### config.mk
export PLATFORM = sky130hd
export DESIGN_NAME = pedido_teclado
export DESIGN_NICKNAME = d
export VERILOG_FILES = /design/src/rtl/pedido_teclado.sv
export SDC_FILE = /design/constraint.sdc
export NUM_CORES = 1
export LEC_CHECK = 0
export CORE_MARGIN = 2
export CORE_UTILIZATION = 55
export CTS_CLUSTER_DIAMETER = 100
export DETAILED_ROUTE_END_ITERATION = 10
export MAX_ROUTING_LAYER = met4
export PLACE_DENSITY = 0.84
export SLEW_MARGIN = 20
export SYNTH_ARGS = -nofsm -noshare
export SYNTH_HDL_FRONTEND = slang
export SYNTH_SLANG_ARGS = --single-unit
### constraint.sdc
create_clock -name clk_50MHz -period 7.45 [get_ports clk_50MHz]
set_clock_uncertainty 0.1 [all_clocks]
set_input_delay 1.49 -clock clk_50MHz [delete_from_list [all_inputs] [get_ports clk_50MHz]]
set_output_delay 1.49 -clock clk_50MHz [all_outputs]
set_load 0.02 [all_outputs]
### src/rtl/pedido_teclado.sv
`default_nettype none
// ============================================================================
// pedido_teclado: 4x4 keypad scanner, debouncer and dose-entry FSM that
// drives maximo/inicio towards the dispenser.          Revision: 1.0
// ============================================================================
module pedido_teclado #(
  parameter int SCAN_DIV       = 50000,
  parameter int DEBOUNCE_SCANS = 20,
  parameter int INICIO_CYCLES  = 1000000
) (
  input  logic       clk_50MHz,
  input  logic       rst,
  input  logic [3:0] fila,
  output logic [3:0] columna,
  input  logic       busy,
  output logic [3:0] maximo,
  output logic       inicio,
  output logic [3:0] digito,
  output logic       error,
  output logic       tecla_valida,
  output logic [1:0] estado
);

  localparam int SW = (SCAN_DIV > 1) ? $clog2(SCAN_DIV) : 1;
  localparam int DW = $clog2(DEBOUNCE_SCANS + 1);
  localparam int IW = $clog2(INICIO_CYCLES + 1);

  localparam logic [SW-1:0] C_DIV_LAST = SW'(SCAN_DIV - 1);
  localparam logic [DW-1:0] C_DB_MAX   = DW'(DEBOUNCE_SCANS);
  localparam logic [IW-1:0] C_INI_LAST = IW'(INICIO_CYCLES - 1);

  localparam logic [1:0] S_IDLE  = 2'd0;
  localparam logic [1:0] S_ARMED = 2'd1;
  localparam logic [1:0] S_START = 2'd2;
  localparam logic [1:0] S_RUN   = 2'd3;

  logic [3:0]    r_fila_m, r_fila_s;
  logic [SW-1:0] r_div;
  logic [1:0]    r_col;
  logic [1:0]    r_hit_cnt;
  logic [3:0]    r_hit_code;
  logic [DW-1:0] r_press_cnt, r_rel_cnt;
  logic [3:0]    r_cand;
  logic          r_pressed;
  logic          r_evt;
  logic [3:0]    r_evt_key;
  logic [1:0]    r_state, w_next;
  logic [3:0]    r_digito, r_maximo;
  logic          r_error, r_tecla;
  logic          r_ini_active;
  logic [IW-1:0] r_ini_cnt;

  logic          w_slot_end, w_scan_end, w_scan_single;
  logic [3:0]    w_row_low;
  logic [2:0]    w_nlow, w_sum;
  logic [1:0]    w_sum_sat, w_row_idx;
  logic [3:0]    w_acc_code;
  logic [DW-1:0] w_press_next, w_rel_next;
  logic          w_is_digit, w_is_star, w_is_hash, w_acc;
  logic [3:0]    w_digit_val;

  always_ff @(posedge clk_50MHz or negedge rst) begin
    if (!rst) begin
      r_fila_m <= 4'hF;
      r_fila_s <= 4'hF;
    end else begin
      r_fila_m <= fila;
      r_fila_s <= r_fila_m;
    end
  end

  // Per-slot row evaluation; hit count saturates at 2, meaning "multi".
  assign w_slot_end = (r_div == C_DIV_LAST);
  assign w_scan_end = w_slot_end && (r_col == 2'd3);
  assign w_row_low  = ~r_fila_s;
  assign w_nlow     = {2'b00, w_row_low[0]} + {2'b00, w_row_low[1]}
                    + {2'b00, w_row_low[2]} + {2'b00, w_row_low[3]};
  assign w_sum      = {1'b0, r_hit_cnt} + w_nlow;
  assign w_sum_sat  = (w_sum >= 3'd2) ? 2'd2 : w_sum[1:0];
  assign w_acc_code = (w_nlow == 3'd1) ? {w_row_idx, r_col} : r_hit_code;
  assign w_scan_single = w_scan_end && (w_sum == 3'd1);

  always_comb begin
    w_row_idx = 2'd3;
    if (w_row_low[0])      w_row_idx = 2'd0;
    else if (w_row_low[1]) w_row_idx = 2'd1;
    else if (w_row_low[2]) w_row_idx = 2'd2;
  end

  always_ff @(posedge clk_50MHz or negedge rst) begin
    if (!rst) begin
      r_div      <= '0;
      r_col      <= 2'd0;
      r_hit_cnt  <= 2'd0;
      r_hit_code <= 4'd0;
    end else if (w_slot_end) begin
      r_div <= '0;
      r_col <= r_col + 2'd1;
      if (r_col == 2'd3) begin
        r_hit_cnt  <= 2'd0;
        r_hit_code <= 4'd0;
      end else begin
        r_hit_cnt  <= w_sum_sat;
        r_hit_code <= w_acc_code;
      end
    end else begin
      r_div <= r_div + 1'b1;
    end
  end

  assign w_press_next = (r_press_cnt != '0 && w_acc_code == r_cand)
                      ? ((r_press_cnt == C_DB_MAX) ? C_DB_MAX : r_press_cnt + 1'b1)
                      : DW'(1);
  assign w_rel_next   = (r_rel_cnt == C_DB_MAX) ? C_DB_MAX : r_rel_cnt + 1'b1;

  always_ff @(posedge clk_50MHz or negedge rst) begin
    if (!rst) begin
      r_press_cnt <= '0;
      r_rel_cnt   <= '0;
      r_cand      <= 4'd0;
      r_pressed   <= 1'b0;
      r_evt       <= 1'b0;
      r_evt_key   <= 4'd0;
    end else begin
      r_evt <= 1'b0;
      if (w_scan_single) begin
        r_rel_cnt   <= '0;
        r_press_cnt <= w_press_next;
        r_cand      <= w_acc_code;
        if (!r_pressed && w_press_next == C_DB_MAX) begin
          r_evt     <= 1'b1;
          r_evt_key <= w_acc_code;
          r_pressed <= 1'b1;
        end
      end else if (w_scan_end) begin
        r_press_cnt <= '0;
        r_rel_cnt   <= w_rel_next;
        if (w_rel_next == C_DB_MAX) r_pressed <= 1'b0;
      end
    end
  end

  // Key code is {row, col}; column 3 holds A-D, which decode to nothing.
  always_comb begin
    w_is_digit  = 1'b0;
    w_is_star   = 1'b0;
    w_is_hash   = 1'b0;
    w_digit_val = 4'd0;
    if (r_evt_key[1:0] != 2'd3) begin
      if (r_evt_key[3:2] == 2'd3) begin
        case (r_evt_key[1:0])
          2'd0:    w_is_star  = 1'b1;
          2'd1:    w_is_digit = 1'b1;
          default: w_is_hash  = 1'b1;
        endcase
      end else begin
        w_is_digit  = 1'b1;
        w_digit_val = {2'b00, r_evt_key[3:2]} * 4'd3 + {2'b00, r_evt_key[1:0]} + 4'd1;
      end
    end
  end

  assign w_acc = r_evt && (w_is_digit || w_is_star || w_is_hash) && (r_state != S_RUN);

  always_ff @(posedge clk_50MHz or negedge rst) begin
    if (!rst) r_state <= S_IDLE;
    else      r_state <= w_next;
  end

  always_comb begin
    w_next = r_state;
    case (r_state)
      S_IDLE:
        if (w_acc && w_is_digit && w_digit_val != 4'd0) w_next = S_ARMED;
      S_ARMED:
        if (w_acc) begin
          if ((w_is_digit && w_digit_val == 4'd0) || w_is_star) w_next = S_IDLE;
          else if (w_is_hash)                                    w_next = S_START;
        end
      S_START:
        if (w_acc && w_is_star)        w_next = S_IDLE;
        else if (!r_ini_active && busy) w_next = S_RUN;
      S_RUN:
        if (!busy) w_next = S_IDLE;
      default: w_next = S_IDLE;
    endcase
  end

  always_ff @(posedge clk_50MHz or negedge rst) begin
    if (!rst) begin
      r_digito     <= 4'd0;
      r_maximo     <= 4'd0;
      r_error      <= 1'b0;
      r_tecla      <= 1'b0;
      r_ini_active <= 1'b0;
      r_ini_cnt    <= '0;
    end else begin
      r_tecla <= w_acc;
      if (w_acc) begin
        case (r_state)
          S_IDLE:
            if (w_is_digit) begin
              r_digito <= w_digit_val;
              r_error  <= (w_digit_val == 4'd0);
            end else if (w_is_hash) begin
              r_error <= 1'b1;
            end else begin
              r_digito <= 4'd0;
              r_error  <= 1'b0;
            end
          S_ARMED:
            if (w_is_digit) begin
              r_digito <= w_digit_val;
              if (w_digit_val == 4'd0) r_error <= 1'b1;
            end else if (w_is_star) begin
              r_digito <= 4'd0;
            end else begin
              r_maximo <= r_digito;
              r_digito <= 4'd0;
            end
          default: ;
        endcase
      end
      // Start window: counts INICIO_CYCLES cycles, abortable by '*' in START.
      if (w_acc && r_state == S_ARMED && w_is_hash) begin
        r_ini_active <= 1'b1;
        r_ini_cnt    <= '0;
      end else if (w_acc && r_state == S_START && w_is_star) begin
        r_ini_active <= 1'b0;
        r_ini_cnt    <= '0;
      end else if (r_ini_active) begin
        if (r_ini_cnt == C_INI_LAST) begin
          r_ini_active <= 1'b0;
          r_ini_cnt    <= '0;
        end else begin
          r_ini_cnt <= r_ini_cnt + 1'b1;
        end
      end
    end
  end

  always_comb begin
    columna      = ~(4'b0001 << r_col);
    maximo       = r_maximo;
    inicio       = r_ini_active;
    digito       = r_digito;
    error        = r_error;
    tecla_valida = r_tecla;
    estado       = r_state;
  end

endmodule
`default_nettype wire

==> flow_results.org, run 1 <==
** Timing
- Derived from the worst setup path, the maximum achievable clock frequency is 285 MHz.
- # setup viols final :: 0
- Slew headroom :: 43.7%
- Adding up every negative setup slack in the final design gives 0 ps.
- The count of pins over their slew limit came to 0.
- The worst path needs 3510 ps of the cycle, external delays included.
- Dividing the final minimum period by the clock period gives 47.2%.
- At the pin with the least slew margin, the transition time is 824 ps.
- The final hold violation count is 0.
- Unrepaired setup endpoints after global routing :: no

** Synthesis
- The Yosys step of the flow raised 0 warnings.
- Area leader, netlist :: dfrtp_1
- The synthesized design contains 0 enable-type register cells.
- Library cells used by synthesis :: 52
- Post-synthesis instance area :: 4570 um2
- Share of the synthesized area in the top cell type :: 42.2%
- After synthesis the netlist holds a flip-flop and latch count of 85.
- A synthesized cell averages 9.72 um2.
- Yosys attributes the largest share of cell area to dfrtp_1 42%, ha_1 4.9%, dfstp_2 4.6%, nand2_1 3.7%, o21ai_0 3.5%.
- For this run, asynchronously set or reset flops after synthesis account for 100%.
- Synthesis produced a netlist with a net count of 499.
- In the synthesized netlist the dominant register cell turns out to be dfrtp_1.
- Of the synthesized area, sequential elements account for 46.8%.
- Synth Instances :: 470

** Floorplan
- Chip Width :: 95.1 um
- Number of ports placed on the die boundary :: 24
- Core Footprint :: 8130 um2
- Standard-cell rows :: 33
- The die covers 9050 um2.
- Once the floorplan was initialized, standard cells occupied 56.1% of the core.
- Die Ht :: 95.1 um

** Job
- MaxCap Viol Count :: 0

** Setup path
- Measured in cells, the most critical reg-to-reg path has a length of 10.
- In this run the worst path has a maximum fanout of 9.
- Critical path class :: reg2out
- Worst R2R End :: r_evt_key[0]
- CP Launch Type :: flop
- Critical register-to-register path startpoint :: r_fila_s[0]
- STA classifies the critical path endpoint as an output port.
- For the worst setup path, the data arrival time is 1920 ps.
- At the worst endpoint, the required time is 5860 ps.
- The worst register-to-register path has a setup slack of 3970 ps.

** Drt
- Number of iterations in the first detailed-routing pass :: 4
- Via count :: 3478
- In the detailed route, the total length drawn on met3 is 300 um.
- Detailed routing placed a total of 4080 um of wire on met2.
- The detail route stage leaves a number of antenna-violating nets equal to 0.
- Number of design rule violations left after detail routing :: 0
- After detailed routing, the wire length on met1 is 3950 um.
- Uppermost metal layer occupied by signal nets :: met4
- Violation count after the first detailed-routing iteration :: 138
- After detailed routing, the total wire length is 8440 um.
- Final routed wire length divided by cell count :: 14.0 um
- Dividing the detail-routed via count by the number of cells gives 5.76.

** Final layout
- Summing all multi-input logic gate instances after layout gives 2280 um2.
- 0 antenna diodes ended up in the layout.
- Most frequent cells in the layout :: 77 x dfrtp_1, 45 x nand2_1, 34 x nor2_1, 32 x o21ai_0, 30 x nand3_1
- Relative area change from synthesis to final layout :: 11.2%
- Final nets :: 523
- Fill cells in the final layout number 653.
- Register Area :: 2140 um2
- Most common cell after layout, fill and taps aside :: dfrtp_1
- Share of post-route cells with drive strength above 1 :: 9.02%

** Power
- Static leakage power :: 2.23 nW
- The design draws 798 uW.
- IR Drop Worst-Case VDD :: 0.124 mV
- Power per cell area :: 157 nW/um2

** Clock network
- Maximum clock insertion buffer count :: 2
- Cell at the root of the clock tree :: clkbuf_8
- Buffers inserted to repair hold after CTS numbered 0.
- CTS tree :: done
- Number of sinks on the clock net :: 85
- Worst-Skew Late Latency :: 350 ps
- Once the clock tree was built, the resizer swapped 0 gates to a different size.
- # H-tree levels :: 3
- Clock transition at path regs :: 90 ps
- CTS Buf Count :: 9
- Number of buffers added for setup after CTS :: 0

** GRT
- Global-route wire length before repair :: 15000 um
- Entering global routing, the biggest net connects 86 pins.
- Via count of the first global-routing pass :: 3375
- For this run, the total global-route usage over all layers was measured as 21.6%.
- The initial antenna violation count is 0.
- Remaining global-route overflow :: 0

** Min path
- The startpoint identified for the worst hold timing path is r_fila_m[2].
- WHS Path Cells :: 0
- Path class of the lowest-slack min-delay path :: reg2reg
- Hold Path Sink :: r_fila_s[2]

** Run status
- The run finished with clean final reports.

** Placement
- During placement, the flow inserted port buffers numbering 23.
- After legalization and detailed placement, the total HPWL measured 5950 um.
- Routability-driven placement finished with a final weighted congestion of 0.919.
## synth_stat cells (5+ instances only)
library cell,n
a21oi_1,28
and3_1,7
clkbuf_1,13
dfrtp_1,77
dfstp_2,8
ha_1,18
inv_1,28
mux2_2,5
mux2i_1,6
nand2_1,45
nand2b_1,5
nand3_1,30
nand4_1,8
nor2_1,34
nor3_1,12
nor4_1,5
o21ai_0,32
o31ai_1,9
or3_1,7
xnor2_1,13
xor2_1,15
## sequential cells by signal, indices dropped and copies added (netlist names), 2 cells and up
signal / cells
r_ini_cnt: 20
maximo: 4
r_div: 16
estado: 2
r_cand: 4
digito: 4
r_col: 2
r_hit_cnt: 2
r_press_cnt: 5
r_fila_s: 4
r_fila_m: 4
r_hit_code: 4
r_rel_cnt: 5
r_evt_key: 4
## cells by family after synthesis
| logic type | after synthesis | share of synthesized area (%) |
|---|---|---|
| adders and majority gates | 22 | 6.69 |
| and+or+nand+nor | 187 | 22.9 |
| AOI/OAI and AO/OA | 96 | 12.3 |
| DFF | 85 | 46.8 |
| buffers and inverters | 41 | 3.37 |
| xor gates and xnor gates | 28 | 5.37 |
| muxes | 11 | 2.55 |
## cell type report
cell class	instances	share of cell area, %
clock buffers	9	2.44
clock inverters	7	0.961
inverters	28	2.07
multi-input cells	344	44.8
flip-flops and latches	85	42.1
well taps	105	2.59
repair buffers	26	5.00
## worst max-delay path by stage
| stage | from | endpoint | slack [ps] | cells after the start |
|---|---|---|---|---|
| 2_1_floorplan | r_fila_s[0] | r_evt_key[1] | 4210 | 10 |
| 3_3_place_gp | r_fila_s[0] | r_evt_key[1] | 4080 | 10 |
| 3_5_place_dp | r_fila_s[0] | r_evt_key[0] | 4000 | 10 |
| 4_1_cts | r_col[1] | columna[3] | 3910 | 3 |
| 5_1_grt | r_fila_s[0] | r_evt_key[0] | 3770 | 10 |
| 6_report | r_col[0] | columna[3] | 3940 | 3 |
## per-layer routing
layer / global-route usage [%] / vias to the layer above
li1: - / 1716
met3: 4.27 / 10
met5: - / -
met2: 35.0 / 63
met1: 27.3 / 1689
met4: 7.00 / 0
## where the power goes
part | internal, mW | leakage, nW | total, mW | switching, mW
Combinational | 0.0151 | 0.998 | 0.0416 | 0.0265
Sequential | 0.465 | 1.15 | 0.466 | 0.00141
Clock | 0.122 | 0.0898 | 0.290 | 0.168
## metrics by stage
step | setup slack [ps] | instances | utilization (%) | cell area (um2) | hold slack (ps)
finish | 3940 | 604 | 62.4 | 5080 | 259
global route | 3770 | 604 | 62.4 | 5080 | 265
CTS | 3910 | 604 | 62.4 | 5070 | 261
detailed placement | 4000 | 588 | 60.2 | 4900 | 247
global placement | 4080 | 588 | 60.2 | 4900 | 246
floorplan | 4210 | 470 | - | 4570 | 245
## worst max-delay path, cell delays in order, from the launching register on
cell and delay [ps]:
dfrtp_1 440, ha_1 350, inv_1 160, clkdlybuf4s50_1 630
No activity file was read; power rests on OpenSTA's default activity.
==> run 2: changes to the inputs <==
clock period = 3.35 ns   (was 7.45 ns; I/O delays follow)
==> run 2 against run 1 <==
  * Critical path depth increased by 8
  * Non-clock buffer count increased by 13
  * Power increased by 130%
  * Cell count increased by 2.2%
  * Sequential cell count unchanged
  * Setup slack got worse by 3900 ps
  * Clock power increased by 140%
  * Via count increased by 3.0%
  * Global-route usage increased by 0.89 points
  * Sequential power increased by 120%
  * Final area increased by 3.2%
  * Critical path type is now reg2reg
  * Largest cell class unchanged
==> flow_results.org, run 2 (synthesis gave the netlist of run 1 again) <==
** Run status
- Outcome :: completed

** Floorplan
- Die Ht :: 95.1 um (unchanged)
- The initial standard-cell utilization of the core is 56.1% (unchanged).
- Standard-cell rows :: 33 (unchanged)
- The floorplan die width was 95.1 um (unchanged).
- Core Footprint :: 8130 um2 (unchanged)
- Number of ports placed on the die boundary :: 24 (unchanged)
- The die outline area came to 9050 um2 (unchanged).

** Setup path
- The maximum fanout along the worst path is 6 (-3).
- The worst setup path is captured at a flop.
- Sum of buffers and inverters on the critical path :: 2 (unchanged)
- On the critical path, the stage with the largest delay is an instance of dfstp_2.
- The arrival time reported for the critical path endpoint was 3410 ps (+1490 ps).
- Ordered list of cells on the worst path :: fa_1 > inv_1 > ha_2 > ha_4 > or4b_4 > a21oi_2 > and4bb_2 > nor4_4 > buf_4 > nand4_4 > mux2i_1
- Critical path's top delay family :: simple AND/OR/NAND/NOR gates
- The delay of the slowest cell on the worst path was 550 ps (-80 ps).
- CP Launch Type :: flop
- Critical path class :: reg2reg
- Critical Path RT :: 3480 ps (-2380 ps)

** Power
- The power per cell area was 352 nW/um2 (+120%).
- Part of the total power dissipated in sequential elements :: 56.2% (-2.2 points)
- Total power of the final layout :: 1.84 mW (+130%)
- The worst-case vdd ir drop came to 0.223 mV (+80%).
- The share of power burned in the clock network was 37.1% (+0.8 points).
- The standby leakage power is 2.30 nW (+3.0%).
- The internal power was 1.39 mW (+130%).
- Sw Pwr :: 457 uW (+130%)
- The combinational share of power is 6.7% (+1.5 points).
- Switching share of total power :: 24.8% (+0.24 points)

** Clock network
- # H-tree levels :: 3 (unchanged)
- The number of clock buffers inserted by TritonCTS is 9 (unchanged).
- The largest buffer count on any clock path was 2 (unchanged).
- CTS tree :: done
- Number of sinks on the clock net :: 85 (unchanged)
- Cell at the root of the clock tree :: clkbuf_8
- Worst-Skew Late Latency :: 350 ps (about the same)
- The clock-pin slew on the worst setup and hold paths is 90 ps (about the same).
- The number of hold-repair buffers added at the cts stage was 0 (unchanged).

** Timing
- Setup repair after global routing could not meet its margin everywhere.
- The final hold violation count was 0 (unchanged).
- Min cycle time layout :: 3280 ps
- The count of pins over their slew limit is 0 (unchanged).
- Maximum frequency from static timing analysis :: 305 MHz
- The worst max-slew margin expressed relative to the limit is 46.6% (+3.0 points).
- Crit share post-route :: 97.8%
- The slew of the pin with the lowest slew margin is 794 ps (-29.8 ps).
- The final setup violation count came to 0 (unchanged).

** Final layout
- The total inserted antenna cells came to 0 (unchanged).
- More flip-flops sit in one register than any other, and that register is r_ini_cnt.
- Regs by FF count :: r_ini_cnt (20), r_div (16)
- The share of final-layout standard cells stronger than drive strength 1 came to 12.9% (+3.9 points).
- The area growth from synthesis to layout is 14.7%.
- Most common cell after layout, fill and taps aside :: dfrtp_1
- Final cell area excluding filler cells :: 5240 um2 (+3.2%)
- Number of flip-flops under the largest register name :: 20 (unchanged)
- Final nets :: 536 (+2.5%)
- Most frequent cells in the layout :: 77 x dfrtp_1, 44 x nand2_1, 34 x nor2_1, 32 x o21ai_0, 29 x nand3_1

** GRT
- GRT met2 Usage :: 36.6% (+1.5 points)
- Remaining global-route overflow :: 0 (unchanged)
- The pin count of the biggest net entering global routing came to 86 (unchanged).
- GRT Overall Usage :: 22.5% (+0.89 points)
- Met3 layer usage reported by global route :: 2.85% (-1.4 points)
- Most Used Layer, Global Route :: met2
- Number of antenna violations at the first check in global routing :: 0 (unchanged)
- Via count of the first global-routing pass :: 3427 (+1.5%)
- The routing usage on met1 came to 29.4% (+2.1 points).
- Global-route wire length before repair :: 15700 um (+4.6%)

** Placement
- Cell area after placement :: 4970 um2 (+1.4%)
- The count of buffers inserted at the top-level ports was 23 (unchanged).
- The final RePlAce weighted congestion was 0.835 (-9.2%).
- The half-perimeter wire length of the detailed placement result is 6200 um (+4.3%).

** Min path
- The tightest min-delay check is of the in2async type.

** Drt
- The remaining design rule violation count was 0 (unchanged).
- The remaining antenna violation count after routing was 0 (unchanged).
- The average vias per placed instance came to 5.81 (+0.88%).
- DRT Wirelength :: 9120 um (+8.0%)
- Via count :: 3584 (+3.0%)
- Final routed wire length divided by cell count :: 14.8 um (+5.7%)
- Violation count after the first detailed-routing iteration :: 162 (+17%)
- Number of iterations in the first detailed-routing pass :: 4 (unchanged)

** Job
- MaxCap Viol Count :: 0 (unchanged)
-- run 2: cell types whose count changed in the layout (fill, tap and decap cells not counted), moves of 2 or more --
cell	before	now
a21oi_2	0	2
clkinv_2	3	0
clkinv_4	1	3
ha_1	18	16
inv_6	2	0
buf_4	3	16
a21oi_1	28	26
-- run 2: worst paths after layout --
check	to	cells past startpoint	slack, ps	from
min in group clk_50MHz	r_fila_s[3]	0	260	r_fila_m[3]
worst max register to register	r_evt_key[2]	11	70	r_fila_s[3]
max in group asynchronous	r_div[5]	1	2370	rst
worst min register to register	r_fila_s[3]	0	260	r_fila_m[3]
worst max-delay path	r_evt_key[2]	11	70	r_fila_s[3]
worst min-delay path	maximo[0]	1	230	rst
-- run 2: layout make-up --
type                       instances  area [um2]
inverter                          28         105
multi-input combinational        344        2330
timing repair buffer              39         352
clock buffer                      11         141
sequential                        85        2140
clock inverter                     5        45.0
tap                              105         131
fill                             628        2900
-- run 2: power by group through the flow --
stage	Combinational [mW]	Clock, mW	Sequential (mW)
detailed placement	0.104	0	1.06
global placement	0.100	0	1.06
CTS	0.111	0.703	1.04
finish	0.123	0.685	1.04
floorplan	0.0547	0	1.06
global route	0.137	0.750	1.04
-- run 2: metrics by stage --
stage / worst slack [ps] / hold slack, ps / util (%) / TNS (ps) / std cells
after floorplan: 114 / 245 / - / 0 / 470
after global placement: 36.3 / 246 / 61.1 / 0 / 597
after detailed placement: -72.5 / 247 / 61.1 / -253 / 597
after CTS: -7.02 / 261 / 63.7 / -7.02 / 615
after global routing: -41.2 / 263 / 64.4 / -73.6 / 617
final: 74.6 / 235 / 64.4 / 0 / 617
-- run 2: per-layer routing --
layer,part of all wire [%],routed length [um]
met1,45,4070
met5,0,0
met3,3.2,292
met2,51,4670
met4,0.94,86
-- run 2: repair_timing --
| action | 4_1_cts | 5_1_grt |
|---|---|---|
| pin swaps | 4 | 3 |
| setup endpoints to repair | 9 | 15 |
| buffers inserted | 2 | 2 |
| gates resized for setup | 2 | 9 |
==> run 3: changes to the inputs <==
CELL_PAD_IN_SITES_DETAIL_PLACEMENT = 0   (was not set)
CELL_PAD_IN_SITES_GLOBAL_PLACEMENT = 1   (was not set)
CORE_UTILIZATION = 47   (was 55)
CTS_CLUSTER_DIAMETER = not set   (was 100)
PLACE_DENSITY = 0.89   (was 0.84)
==> run 3 against run 2 <==
  * Power up 10%
  * Critical endpoint is now r_evt_key[1]
  * Via count shrank 1.3%
  * Global-route usage shrank 3.0 points
  * Critical path type unchanged
  * Worst hold slack improved by 17 ps
  * Combinational power is essentially flat
  * Final area grew 1.6%
==> flow_results.org, run 3 (synthesis gave the netlist of run 1 again) <==
** Final layout
- Final non-filler cell total :: 641 (+3.9%)
- The net count of the finished layout came to 536 (unchanged).
- The area of all placed cells without fillers came to 5320 um2 (+1.6%).
- The area used by multi-input combinational logic came to 2320 um2 (-0.11%).
- The flip-flop count of the largest register, all copies and words added came to 20 (unchanged).
- The total inserted antenna cells came to 0 (unchanged).
- The share of final-layout standard cells stronger than drive strength 1 is 12.3% (-0.59 points).
- Relative area change from synthesis to final layout :: 16.5%
- Leaving out fill and tap cells, the most frequent cells in the layout are 77 x dfrtp_1, 45 x nand2_1, 34 x nor2_1, 32 x o21ai_0, 29 x nand3_1.
- Regs by FF count :: r_ini_cnt (20), r_div (16)
- Number of filler cells placed in the layout :: 825 (+31%)
- The library cell used most frequently in the layout, excluding fill and tap cells, is dfrtp_1.
- Register Area :: 2140 um2 (unchanged)
- Biggest register :: r_ini_cnt

** Setup path
- CP Launch Type :: flop
- The critical path is of the reg2reg type.
- CP Max Fanout :: 6 (unchanged)
- STA classifies the critical path endpoint as a flop.
- The arrival time reported for the critical path endpoint is 3430 ps (+20 ps).
- Critical Path RT :: 3510 ps (+30 ps)
- The worst-case reg-to-reg path depth came to 11 (unchanged).
- The critical path ends at r_evt_key[1].
- The most critical setup path has its startpoint at r_fila_s[1].
- Critical register-to-register path startpoint :: r_fila_s[1]
- Flop-to-flop setup slack :: 80 ps (about the same)
- In this run the critical register-to-register path is captured at r_evt_key[1].

** Timing
- The minimum setup slack in the final design came to 84.8 ps (+10.2 ps).
- Unrepaired setup endpoints after global routing :: yes
- The final cycle utilization of the critical path is 97.5% (-0.30 points).
- The final period demand of the worst path came to 3270 ps (-10.2 ps).
- Final Hold Vio Count :: 0 (unchanged)
- Maximum frequency from static timing analysis :: 306 MHz (+0.31%)
- The count of pins over their slew limit is 0 (unchanged).
- The final total negative setup slack was 0 ps (unchanged).
- The slew of the pin with the lowest slew margin was 757 ps (-36.8 ps).
- The final setup violation count came to 0 (unchanged).
- Slew headroom :: 49.1% (+2.5 points)

** Drt
- The average vias per placed instance came to 5.52 (-5.0%).
- Violation count after the first detailed-routing iteration :: 195 (+20%)
- Final routed wire length divided by cell count :: 14.1 um (-4.9%)
- The number of iterations in the first detailed-routing pass was 4 (unchanged).
- The via total after detailed routing was 3536 (-1.3%).
- DRT Wirelength :: 9010 um (-1.2%)
- Number of design rule violations left after detail routing :: 0 (unchanged)
- Detail Route Antenna Nets :: 0 (unchanged)

** Floorplan
- Chip Width :: 103 um (+7.8%)
- The height of the die came to 103 um (+7.8%).
- Standard-cell rows :: 35 (+6.1%)
- Number of ports placed on the die boundary :: 24 (unchanged)
- Initial Util :: 49.0% (-7.2 points)
- The total core area was 9330 um2 (+15%).
- Die Outline Area :: 10500 um2 (+16%)

** Power
- IR Drop Worst-Case VDD :: 0.351 mV (+57%)
- The total power is 2.03 mW (+10%).
- Power per cell area :: 381 nW/um2 (+8.3%)
- The standby leakage power is 2.33 nW (+1.4%).

** Run status
- The flow ran to the end, and the final reports show no timing, DRC or antenna violations.

** GRT
- Maximum number of pins on one net before global-route repair :: 86 (unchanged)
- The via count of the first global-routing pass was 3516 (+2.6%).
- The global route total overflow was 0 (unchanged).
- The initial antenna violation count was 0 (unchanged).
- In this run the most used layer during global routing was met2.
- The wire length of the first global-routing pass came to 15900 um (+1.1%).
- GRT met2 Usage :: 31.0% (-5.5 points)
- The met3 demand-to-capacity share in global routing is 3.86% (+1.0 points).
- GRT met1 Usage :: 25.2% (-4.2 points)
- GRT Overall Usage :: 19.4% (-3.0 points)

** Placement
- Cell area after placement :: 5000 um2 (+0.76%)
- The pre-CTS setup slack is -31.7 ps (+40.7 ps).
- Number of buffer cells added on primary ports :: 23 (unchanged)
- Post-detail-place hpwl :: 6140 um (-0.93%)
- The cell count after placement is 622 (+4.2%).
- Final weighted congestion in routability-driven placement :: 0.834 (about the same)

** Clock network
- TritonCTS built the clock tree.
- The clock latency of the later-clocked register in the worst-skew pair came to 340 ps (about the same).
- The root buffer cell chosen for the clock tree is clkbuf_8.
- Clock transition at path regs :: 80 ps (about the same)
- The number of clock sinks came to 85 (unchanged).
- # H-tree levels :: 3 (unchanged)
- The largest buffer count on any clock path is 2 (unchanged).
- CTS Buf Count :: 9 (unchanged)

** Job
- The count of max-cap constraint violations came to 0 (unchanged).

** Min path
- Path class of the lowest-slack min-delay path :: in2async
==> run 3: cell count changes in the layout (fill, tap and decap cells not counted), sizes merged <==
| cell | previous run | this run |
|---|---|---|
| clkinvlp | 1 | 0 |
| clkinv | 3 | 1 |
| inv | 29 | 28 |
| bufinv | 0 | 3 |
| clkbuf | 11 | 12 |
==> run 3: power breakdown <==
group / total, mW / switching, mW / internal (mW)
Clock: 0.869 / 0.354 / 0.516
Combinational: 0.123 / 0.0694 / 0.0536
Sequential: 1.04 / 0.00241 / 1.03
==> run 3: worst max-delay path, stage by stage (launching register included) <==
cell and delay (ps):
dfstp_2 550, fa_1 410, inv_1 70, ha_2 180
ha_4 210, or4b_4 520, a21oi_2 100, and4bb_2 250
nor4_4 250, buf_4 180, nand4_4 140, mux2i_1 220
==> run 3: layer usage <==
layer	vias to the layer above	wire, um
li1	1746	-
met2	56	4290
met3	7	262
met4	0	82
met1	1727	4370
met5	-	0
==> run 3: final cells by class <==
cell class | count | share of cell area, %
Clock buffer | 12 | 2.73
Clock inverter | 4 | 1.79
Inverter | 28 | 1.98
Multi-Input combinational cell | 344 | 43.7
Sequential cell | 85 | 40.2
Tap cell | 129 | 3.03
Timing Repair Buffer | 39 | 6.61
==> run 3: how the worst min path moves through the flow <==
stage / startpoint / to / cells past startpoint
2_1_floorplan: r_fila_m[0] / r_fila_s[0] / 0
3_3_place_gp: r_fila_m[2] / r_fila_s[2] / 0
3_5_place_dp: r_fila_m[2] / r_fila_s[2] / 0
4_1_cts: r_fila_m[2] / r_fila_s[2] / 0
5_1_grt: r_fila_m[0] / r_fila_s[0] / 0
6_report: rst / maximo[2] / 1
==> run 3: repair_timing <==
| item | 4_1_cts | 5_1_grt |
|---|---|---|
| pin swaps | 2 | 1 |
| hold buffers | 0 | 0 |
| endpoints found under the setup margin | 5 | 16 |
| gates resized for setup | 1 | 8 |
| setup buffers | 1 | 2 |
==> run 3: stage by stage <==
stage          hold slack, ps  util, %
4_1_cts                   259     56.4
6_report                  251     57.0
2_1_floorplan             245        -
3_5_place_dp              247     53.7
5_1_grt                   261     57.0
3_3_place_gp              246     53.7
